--- config.mk ---
export PLATFORM = sky130hd
export DESIGN_NAME = usb_transmitter_flat
export DESIGN_NICKNAME = d
export VERILOG_FILES = /design/src/rtl/usb_transmitter_if.sv /design/src/rtl/usb_transmitter.sv /design/src/flat_wrapper.sv
export SDC_FILE = /design/constraint.sdc
export NUM_CORES = 1
export LEC_CHECK = 0
export ABC_AREA = 1
export BUFFER_PORTS_ARGS = -buffer_cell sky130_fd_sc_hd__buf_4
export CAP_MARGIN = 20
export CORE_UTILIZATION = 50
export CTS_CLUSTER_SIZE = 14
export DETAILED_ROUTE_END_ITERATION = 7
export PLACE_DENSITY = 0.78
export SLEW_MARGIN = 10
export SYNTH_ARGS = -nofsm -noshare
export SYNTH_HDL_FRONTEND = slang
export SYNTH_SLANG_ARGS = --single-unit
export TNS_END_PERCENT = 10
--- constraint.sdc ---
create_clock -name clk -period 3.3 [get_ports clk]
set_clock_uncertainty 0.2 [all_clocks]
set_input_delay 0 -clock clk [delete_from_list [all_inputs] [get_ports clk]]
set_output_delay 0 -clock clk [all_outputs]
set_load 0.01 [all_outputs]
--- src/rtl/usb_transmitter_if.sv ---
// Handshake bundle between a TX FIFO/packet controller and the USB line encoder.
// The slave side is the encoder; the master side is whoever drives packets and watches the line.
interface usb_transmitter_if;
    logic       tx_start;
    logic [7:0] fifo_data;
    logic       fifo_empty;
    logic       fifo_r_enable;
    logic       d_plus;
    logic       d_minus;
    logic       tx_busy;
    logic       tx_done;

    modport slave (
        input  tx_start, fifo_data, fifo_empty,
        output fifo_r_enable, d_plus, d_minus, tx_busy, tx_done
    );

    modport master (
        output tx_start, fifo_data, fifo_empty,
        input  fifo_r_enable, d_plus, d_minus, tx_busy, tx_done
    );
endinterface

--- src/rtl/usb_transmitter.sv ---
// USB full-speed line encoder: SYNC, FIFO bytes LSB first with bit stuffing and NRZI, then EOP.
// level_reg always holds the line level of the bit currently on the wire.
module usb_transmitter #(
    parameter int         CLKS_PER_BIT = 8,
    parameter logic [7:0] SYNC_BYTE    = 8'h80
) (
    input  logic           clk,
    input  logic           n_rst,
    usb_transmitter_if.slave tx
);
    localparam int CW = (CLKS_PER_BIT > 1) ? $clog2(CLKS_PER_BIT) : 1;

    typedef enum logic [2:0] {IDLE, SYNC, DATA, STUFF, EOP_SE0, EOP_J} state_t;

    state_t          state_reg, state_next;
    logic [7:0]      shift_reg, shift_next;
    logic [2:0]      bit_idx_reg, bit_idx_next;
    logic [CW-1:0]   clk_cnt_reg, clk_cnt_next;
    logic [2:0]      ones_reg, ones_next;
    logic            level_reg, level_next;
    logic            busy_reg, busy_next;
    logic            done_reg, done_next;
    logic            stuff_last_reg, stuff_last_next;
    logic            ren;
    logic            send_en;
    logic            send_bit;
    logic            bit_end;

    assign bit_end = (clk_cnt_reg == CW'(CLKS_PER_BIT - 1));

    always_ff @(posedge clk or negedge n_rst) begin
        if (!n_rst) begin
            state_reg      <= IDLE;
            shift_reg      <= '0;
            bit_idx_reg    <= '0;
            clk_cnt_reg    <= '0;
            ones_reg       <= '0;
            level_reg      <= 1'b1;
            busy_reg       <= 1'b0;
            done_reg       <= 1'b0;
            stuff_last_reg <= 1'b0;
        end else begin
            state_reg      <= state_next;
            shift_reg      <= shift_next;
            bit_idx_reg    <= bit_idx_next;
            clk_cnt_reg    <= clk_cnt_next;
            ones_reg       <= ones_next;
            level_reg      <= level_next;
            busy_reg       <= busy_next;
            done_reg       <= done_next;
            stuff_last_reg <= stuff_last_next;
        end
    end

    always_comb begin
        state_next      = state_reg;
        shift_next      = shift_reg;
        bit_idx_next    = bit_idx_reg;
        clk_cnt_next    = clk_cnt_reg;
        ones_next       = ones_reg;
        level_next      = level_reg;
        busy_next       = busy_reg;
        done_next       = 1'b0;
        stuff_last_next = stuff_last_reg;
        ren             = 1'b0;
        send_en         = 1'b0;
        send_bit        = 1'b0;

        if (state_reg != IDLE)
            clk_cnt_next = bit_end ? '0 : clk_cnt_reg + CW'(1);

        case (state_reg)
            IDLE: begin
                if (tx.tx_start) begin
                    state_next   = SYNC;
                    busy_next    = 1'b1;
                    shift_next   = SYNC_BYTE;
                    bit_idx_next = '0;
                    clk_cnt_next = '0;
                    ones_next    = '0;
                    level_next   = 1'b1;
                    send_en      = 1'b1;
                    send_bit     = SYNC_BYTE[0];
                end
            end
            SYNC, DATA, STUFF: begin
                if (bit_end) begin
                    if (state_reg != STUFF && ones_reg == 3'd6) begin
                        // Stuff bit; the shift register is pre-advanced so STUFF never touches it.
                        state_next      = STUFF;
                        level_next      = ~level_reg;
                        ones_next       = '0;
                        stuff_last_next = (bit_idx_reg == 3'd7);
                        if (bit_idx_reg != 3'd7) begin
                            shift_next   = {1'b0, shift_reg[7:1]};
                            bit_idx_next = bit_idx_reg + 3'd1;
                        end
                    end else if ((state_reg != STUFF && bit_idx_reg == 3'd7) ||
                                 (state_reg == STUFF && stuff_last_reg)) begin
                        if (!tx.fifo_empty) begin
                            ren          = 1'b1;
                            state_next   = DATA;
                            shift_next   = tx.fifo_data;
                            bit_idx_next = '0;
                            send_en      = 1'b1;
                            send_bit     = tx.fifo_data[0];
                        end else begin
                            state_next   = EOP_SE0;
                            bit_idx_next = '0;
                        end
                    end else if (state_reg == STUFF) begin
                        state_next = DATA;
                        send_en    = 1'b1;
                        send_bit   = shift_reg[0];
                    end else begin
                        shift_next   = {1'b0, shift_reg[7:1]};
                        bit_idx_next = bit_idx_reg + 3'd1;
                        send_en      = 1'b1;
                        send_bit     = shift_reg[1];
                    end
                end
            end
            EOP_SE0: begin
                if (bit_end) begin
                    if (bit_idx_reg == 3'd1) begin
                        state_next   = EOP_J;
                        bit_idx_next = '0;
                        level_next   = 1'b1;
                    end else begin
                        bit_idx_next = bit_idx_reg + 3'd1;
                    end
                end
            end
            EOP_J: begin
                if (bit_end) begin
                    state_next = IDLE;
                    busy_next  = 1'b0;
                    done_next  = 1'b1;
                    ones_next  = '0;
                end
            end
            default: state_next = IDLE;
        endcase

        // NRZI: a 0 toggles the line, a 1 holds it and extends the run of ones.
        if (send_en) begin
            level_next = send_bit ? level_next : ~level_next;
            ones_next  = send_bit ? ones_next + 3'd1 : 3'd0;
        end
    end

    assign tx.fifo_r_enable = ren;
    assign tx.d_plus        = (state_reg == EOP_SE0) ? 1'b0 : level_reg;
    assign tx.d_minus       = (state_reg == EOP_SE0) ? 1'b0 : ~level_reg;
    assign tx.tx_busy       = busy_reg;
    assign tx.tx_done       = done_reg;
endmodule

--- src/flat_wrapper.sv ---
// flat-port wrapper written by rule: the top's interface ports become plain ports
module usb_transmitter_flat 
#(
    parameter int         CLKS_PER_BIT = 8,
    parameter logic [7:0] SYNC_BYTE    = 8'h80
)
  (clk, n_rst, tx_tx_start, tx_fifo_data, tx_fifo_empty, tx_fifo_r_enable, tx_d_plus, tx_d_minus, tx_tx_busy, tx_tx_done);
  usb_transmitter_if tx_i ();
  input  logic clk;
  input  logic n_rst;
  input wire logic [$bits(tx_i.tx_start)-1:0] tx_tx_start;
  input wire logic [$bits(tx_i.fifo_data)-1:0] tx_fifo_data;
  input wire logic [$bits(tx_i.fifo_empty)-1:0] tx_fifo_empty;
  output wire logic [$bits(tx_i.fifo_r_enable)-1:0] tx_fifo_r_enable;
  output wire logic [$bits(tx_i.d_plus)-1:0] tx_d_plus;
  output wire logic [$bits(tx_i.d_minus)-1:0] tx_d_minus;
  output wire logic [$bits(tx_i.tx_busy)-1:0] tx_tx_busy;
  output wire logic [$bits(tx_i.tx_done)-1:0] tx_tx_done;
  assign tx_i.tx_start = tx_tx_start;
  assign tx_i.fifo_data = tx_fifo_data;
  assign tx_i.fifo_empty = tx_fifo_empty;
  assign tx_fifo_r_enable = tx_i.fifo_r_enable;
  assign tx_d_plus = tx_i.d_plus;
  assign tx_d_minus = tx_i.d_minus;
  assign tx_tx_busy = tx_i.tx_busy;
  assign tx_tx_done = tx_i.tx_done;
  usb_transmitter #(.CLKS_PER_BIT(CLKS_PER_BIT), .SYNC_BYTE(SYNC_BYTE)) u_core (.clk(clk), .n_rst(n_rst), .tx(tx_i));
endmodule
==> results.md, run 1 <==
* Avg Cell Area, Syn at roughly 7.3 sq um
* Worst slew pin tran at between 0.5 and 0.6 ns
* Gpl congestion at about 0.84
* Post-CTS Hold Buffers at 13
* Endpoint, Worst Hold: u_core.shift_reg[1]$_DFFE_PN0P_
* Remaining DRCs at 0
* Pleak at roughly 1.0 nW
* Startpoint types: flop
* Total clock sinks at 24
* Hold path depth at 2
* Largest net degree at the start of global routing at 24
* Mapped Area at roughly 1600 sq um
* DR WL/cell at approximately 12 microns
* Number of gates resized after cts at 0
* Share of cells above drive strength 1 at 0.1833
* Fmax at between 400 and 500 MHz
* Setup violators final at 0
* Post-synthesis register bit count at 24
* Final Hold Viols at 0
* Initial Util at 0.5254
* Worst-path clk slew at roughly 0.14 ns
* HPWL Detailed at 2.572 mm
* Path type of the worst setup path: flop to flop
* Via total after detailed routing at 1513
* Top Layer Used: met4
* Drt pass-1 iters at 4
* Metal-1 WL at around 1.7 mm
* Pins Over Slew Limit at 0
* First-pass GRT wire length at 6.320 mm
* Pwr/cell area at ~740 nW/um^2
* CTS max path bufs at 2
* Port-buffer cells at 16
* Crit path DAT at roughly 2.2 ns
* Synth-to-layout area growth at 21.68%
* Relative slew slack at 0.6458
* Max incr delay on CP at 0.55 ns
* Area of the core at about 3100 sq um
* Final std cells w/o fill at approximately 300
* Synthesized instance count at between 200 and 250
* Clk_lat worst skew at between 0.3 and 0.4 ns
* Max Cap Viol at 0
* Slowest-stage cell, CP: dfrtp_1
* Ports at 17
* DIE AREA at 3439 sq um
* Initial antenna violation count at 0
* Avg Vias per Cell at a little over 5
* Minimum clock period at 2.180 ns
* Routed wire length at 3.487 mm
* CP delay by family, top: simple AND/OR/NAND/NOR gates
* R2R depth at 9
* Yosys warns at 0
* Crit path max fanout at 22
* Post-Place Cells at roughly 280
* Die Height at between 50 and 60 microns
* Synth cell types at 27
* Critical-path cell list: nor2_4 > nor2_4 > nand2_1 > nor2_2 > nand2_1 > nor2_1 > nand3_1 > nand2_1 > nor2_1
* Final Instance Area at 1952 sq um
* Period utilisation layout at 0.6606
* Register area share after synthesis at 0.3752
* Commonest non-fill, non-tap cell in the layout: nand2_1
* Placed Instance Area at between 1500 and 2000 sq um
* R2R setup slack at ~1.1 ns
* Status: completed
* Num CTS Buffers at 3
* Setup TNS at 0 ns
* Met3 WL at 98 microns
* GRT overflow at 0
* Ant. Diodes at 0
* DRT antenna net count at 0
* Root Driver: clkbuf_4
* RSZ-0062 raised after global routing: false
* Vias in the first global route at ~1.5k
* Iter 0 DRT Violations at 53
* CTS tree: built
* Hold Crit Class: flop to flop
* Synthesized net count at 237
* Worst Min Path Start: u_core.shift_reg[1]$_DFFE_PN0P_
* Final nets at roughly 270
* All-Layer GR Usage at 0.2388
* Crit. End Element: flop
* Buffer and inverter count on the worst path at 0
* CTS H-Tree Depth at 1
* R2R Path Start: u_core.state_reg[0]$_DFFE_PN0P_
* Number of flip-flops in the largest register at 8
* Routed wl met2 at 1.605 mm
* FF-to-FF End: u_core.ones_reg[1]$_DFF_PN0_
* Overall power at between 1 and 1.5 mW
* CP required at 3.33 ns
* Site row count at 20
* Most frequent cells in the layout: 73 x nand2_1, 24 x nand3_1, 23 x dfrtp_1
* # Post-CTS Setup Buffers at 0
* CP most frequent cell: nand2_1
* Die X at between 50 and 60 microns
* Peak supply drop at between 0.2 and 0.3 mV
* Layout fillers at 275
[layer usage]
metal,vias to the layer above,track usage
met5,-,0
met4,0,0.08844
met3,9,0.02637
met2,31,0.3859
met1,693,0.3310
li1,780,-
[report_power, final]
part / total, mW / internal [mW] / switching, mW
registers: 0.485 / 0.392 / 0.0929
logic: 0.801 / 0.282 / 0.519
clock network: 0.160 / 0.0676 / 0.0928
[cell usage after synthesis (all sizes together)]
master  number  share of area
nand3       26          0.092
a22o         1         0.0055
dfstp        1          0.016
a32o         1         0.0062
dfrtp       23           0.36
nor3         1         0.0031
o21a         1         0.0047
inv         25          0.059
nor2        22          0.085
nand4        7          0.031
ha           5          0.039
nand2       82           0.22
o21ai       17          0.055
buf          3          0.013
a21oi        5          0.016
[stage by stage]
step	setup slack, ns	hold slack, ns	util
after floorplan	1.446	-0.4956	-
after global placement	1.150	-0.2800	0.5758
after detailed placement	1.161	-0.2782	0.5758
after CTS	0.8976	0.2920	0.6303
after global routing	0.9030	0.3284	0.6393
final	1.120	0.2895	0.6393
[worst register-to-register path, delay by kind of cell, from the launching register on]
| family | cells | cell delay, ns |
|---|---|---|
| flip-flops | 1 | 0.55 |
| AND/OR/NAND/NOR | 9 | 1.33 |
[cells by family (layout without fill, tap and decap cells)]
| family | count (synthesis) | in the layout | share of synthesized area |
|---|---|---|---|
| AO/OA/AOI/OAI | 25 | 25 | 0.08737 |
| buffers and inverters | 28 | 59 | 0.07176 |
| AND/OR/NAND/NOR | 138 | 138 | 0.4267 |
| adder cells (fa/ha/maj) | 5 | 5 | 0.03900 |
| flip-flops | 24 | 24 | 0.3752 |
[area by class of cell]
type | instances | area (sq um) | area share
Multi-Input combinational cell | 168 | 887.1 | 0.4545
Clock buffer | 4 | 36.28 | 0.01859
Sequential cell | 24 | 601.8 | 0.3083
Timing Repair Buffer | 30 | 277.8 | 0.1423
Tap cell | 44 | 55.05 | 0.02821
Inverter | 25 | 93.84 | 0.04808
[worst max path at each step]
stage | start | endpoint | slack, ns | depth (start not counted)
after floorplan | u_core.clk_cnt_reg[0]$_DFF_PN0_ | u_core.ones_reg[1]$_DFF_PN0_ | 1.45 | 10
after global placement | u_core.state_reg[0]$_DFFE_PN0P_ | u_core.ones_reg[1]$_DFF_PN0_ | 1.15 | 9
after detailed placement | u_core.clk_cnt_reg[0]$_DFF_PN0_ | u_core.ones_reg[1]$_DFF_PN0_ | 1.16 | 10
after CTS | n_rst | u_core.clk_cnt_reg[0]$_DFF_PN0_ | 0.90 | 4
after global routing | u_core.clk_cnt_reg[0]$_DFF_PN0_ | u_core.ones_reg[1]$_DFF_PN0_ | 0.90 | 10
final | u_core.state_reg[0]$_DFFE_PN0P_ | u_core.ones_reg[1]$_DFF_PN0_ | 1.12 | 9
(Power assumes the default switching activity.)
==> run 2: changes to the inputs <==
clock period = 2.15 ns   (was 3.3 ns; I/O delays follow)
==> run 2 against run 1 <==
Compared with the run above:
- global-route usage shrank 0.17 points
- non-clock buffer count is 5 higher
- via count about the same
- utilization rose by 0.94 points
- die area unchanged
- cell count rose by 1.7%
- sequential share of layout area decreased by 0.45 points
- total power rose by 55%
- design area is 1.5% higher
- routed wire length grew 3.5%
- count of clock-buffer cells in the layout is the same
- register-to-register slack worse by 0.91 ns
==> results.md, run 2 (synthesized netlist as in run 1, its figures left out) <==
* Die Height at 58.64 microns (unchanged)
* Placed Instance Area at 1788 sq um (+1.7%)
* Relative slew slack at 0.6330 (-0.01280)
* Status: completed
* Layout fillers at 282 (+2.5%)
* CTS H-Tree Depth at 1 (unchanged)
* Peak supply drop at 0.5582 mV (+91%)
* Critical-path cell list: ha_1 > ha_1 > inv_1 > nand2_2 > nand2_4 > inv_2 > nand2_4 > nor3_4 > buf_4
* Worst Min Path Start: u_core.shift_reg[1]$_DFFE_PN0P_
* Commonest non-fill, non-tap cell in the layout: nand2_1
* Startpoint types: flop
* Die X at 58.64 microns (unchanged)
* Initial antenna violation count at 0 (unchanged)
* R2R Path Start: u_core.state_reg[0]$_DFFE_PN0P_
* Post-Place Cells at 281 (+1.4%)
* Routed wire length at 3.609 mm (+3.5%)
* Max Cap Viol at 0 (unchanged)
* Hold path depth at 2 (unchanged)
* Clk_lat worst skew at 0.33 ns (about the same)
* DR WL/cell at 12.03 microns (+1.8%)
* HPWL Detailed at 2.578 mm (+0.23%)
* Pins Over Slew Limit at 0 (unchanged)
* Share of cells above drive strength 1 at 0.2031 (+0.01986)
* CP required at 1.95 ns (-1.38 ns)
* R2R depth at 8 (-1)
* Initial Util at 0.5254 (unchanged)
* Slowest-stage cell, CP: dfrtp_1
* Final std cells w/o fill at 300 (+1.7%)
* CP startpoint: u_core.bit_idx_reg[1]$_DFFE_PN0P_
* Minimum clock period at between 2 and 2.5 ns
* Remaining DRCs at 0 (unchanged)
* Number of flip-flops in the largest register at 8 (unchanged)
* Num CTS Buffers at 3 (unchanged)
* Max incr delay on CP at 0.41 ns (-0.14 ns)
* Total clock sinks at 24 (unchanged)
* Site row count at 20 (unchanged)
* Most frequent cells in the layout: 72 x nand2_1, 24 x nand3_1, 23 x dfrtp_1
* Hold Crit Class: flop to flop
* Worst-path clk slew at 0.14 ns (about the same)
* Final nets at 274 (+1.9%)
* Ports at 17 (unchanged)
* Area of the core at 3053 sq um (unchanged)
* All-Layer GR Usage at 0.2371 (-0.001696)
* Pwr/cell area at 1131 nW/um^2 (+53%)
* Final Hold Viols at 0 (unchanged)
* Pleak at 1.029 nW (+2.1%)
* Avg Vias per Cell at 5.047 (-1.6%)
* CTS max path bufs at 2 (unchanged)
* Crit. End Element: output pin
* Worst slew pin tran at 0.5487 ns (+0.01864 ns)
* Path type of the worst setup path: flop to output pin
* Largest net degree at the start of global routing at 24 (unchanged)
* GRT overflow at 0 (unchanged)
* Fmax at between 400 and 500 MHz
* Period utilisation layout at 0.9461
* Synth-to-layout area growth at 23.48%
* CTS tree: built
* Crit path max fanout at 8 (-64%)
* DRT antenna net count at 0 (unchanged)
* Via total after detailed routing at 1514 (+0.066%)
* Ant. Diodes at 0 (unchanged)
* Multi-input gate area at 900.9 sq um (+1.6%)
* Root Driver: clkbuf_4
* Setup violators final at 0 (unchanged)
* Final Instance Area at 1981 sq um (+1.5%)
* Iter 0 DRT Violations at 94 (+77%)
* Gpl congestion at 0.8826 (+5.2%)
* Port-buffer cells at 16 (unchanged)
* Drt pass-1 iters at 4 (unchanged)
* Sequential Area at 601.8 sq um (unchanged)
* Setup TNS at 0 ns (unchanged)
* First-pass GRT wire length at 6.106 mm (-3.4%)
* Vias in the first global route at 1378 (-5.1%)
* Crit path DAT at 1.83 ns (-0.38 ns)
* DIE AREA at 3439 sq um (unchanged)
run 2: critical path, delay by kind of cell (launching register included):
family / cells / cell delay, ns
simple gates: 4 / 0.44
flops: 1 / 0.41
fa+ha+maj: 2 / 0.35
buf+inv: 3 / 0.31
run 2: what timing repair did:
item,in CTS,in global routing
gates resized for setup,0,3
endpoints found under the setup margin,0,1
hold endpoints to repair,37,0
hold buffers,13,0
buffers inserted,0,1
run 2: power breakdown:
group	switching, mW	internal (mW)	total, mW
sequential	0.126	0.602	0.728
clock	0.140	0.0729	0.212
combinational	0.833	0.467	1.30
run 2: cell type report:
type / instances / area share
well taps: 44 / 0.02780
flip-flops and latches: 24 / 0.3039
multi-input cells: 168 / 0.4548
repair buffers: 35 / 0.1529
clock buffers: 4 / 0.01327
inverters: 25 / 0.04738
run 2: stage by stage:
stage / util / setup slack, ns / hold WS [ns] / total power, mW
2_1_floorplan: - / 0.2963 / -0.4956 / 1.696
3_3_place_gp: 0.5857 / 0.2413 / -0.2786 / 1.965
3_5_place_dp: 0.5857 / 0.2121 / -0.2813 / 1.987
4_1_cts: 0.6369 / 0.01727 / 0.2890 / 2.225
5_1_grt: 0.6488 / -0.005274 / 0.3197 / 2.453
6_report: 0.6488 / 0.1159 / 0.2950 / 2.240
run 2: metal layers:
layer  vias up  GRT usage  part of all wire
li1        782          -                 -
met1       684     0.3202              0.47
met2        43     0.3924              0.47
met3         5    0.02637             0.049
met4         0    0.09184             0.015
met5         -          0                 0
run 2: worst paths after layout:
path | slack [ns] | end
worst max-delay path | 0.12 | tx_fifo_r_enable
worst min-delay path | 0.29 | u_core.shift_reg[1]$_DFFE_PN0P_
worst max register to register | 0.21 | u_core.ones_reg[2]$_DFF_PN0_
worst min register to register | 0.29 | u_core.shift_reg[1]$_DFFE_PN0P_
max in group asynchronous | 0.75 | u_core.shift_reg[1]$_DFFE_PN0P_
min in group asynchronous | 0.49 | u_core.level_reg$_DFF_PN1_
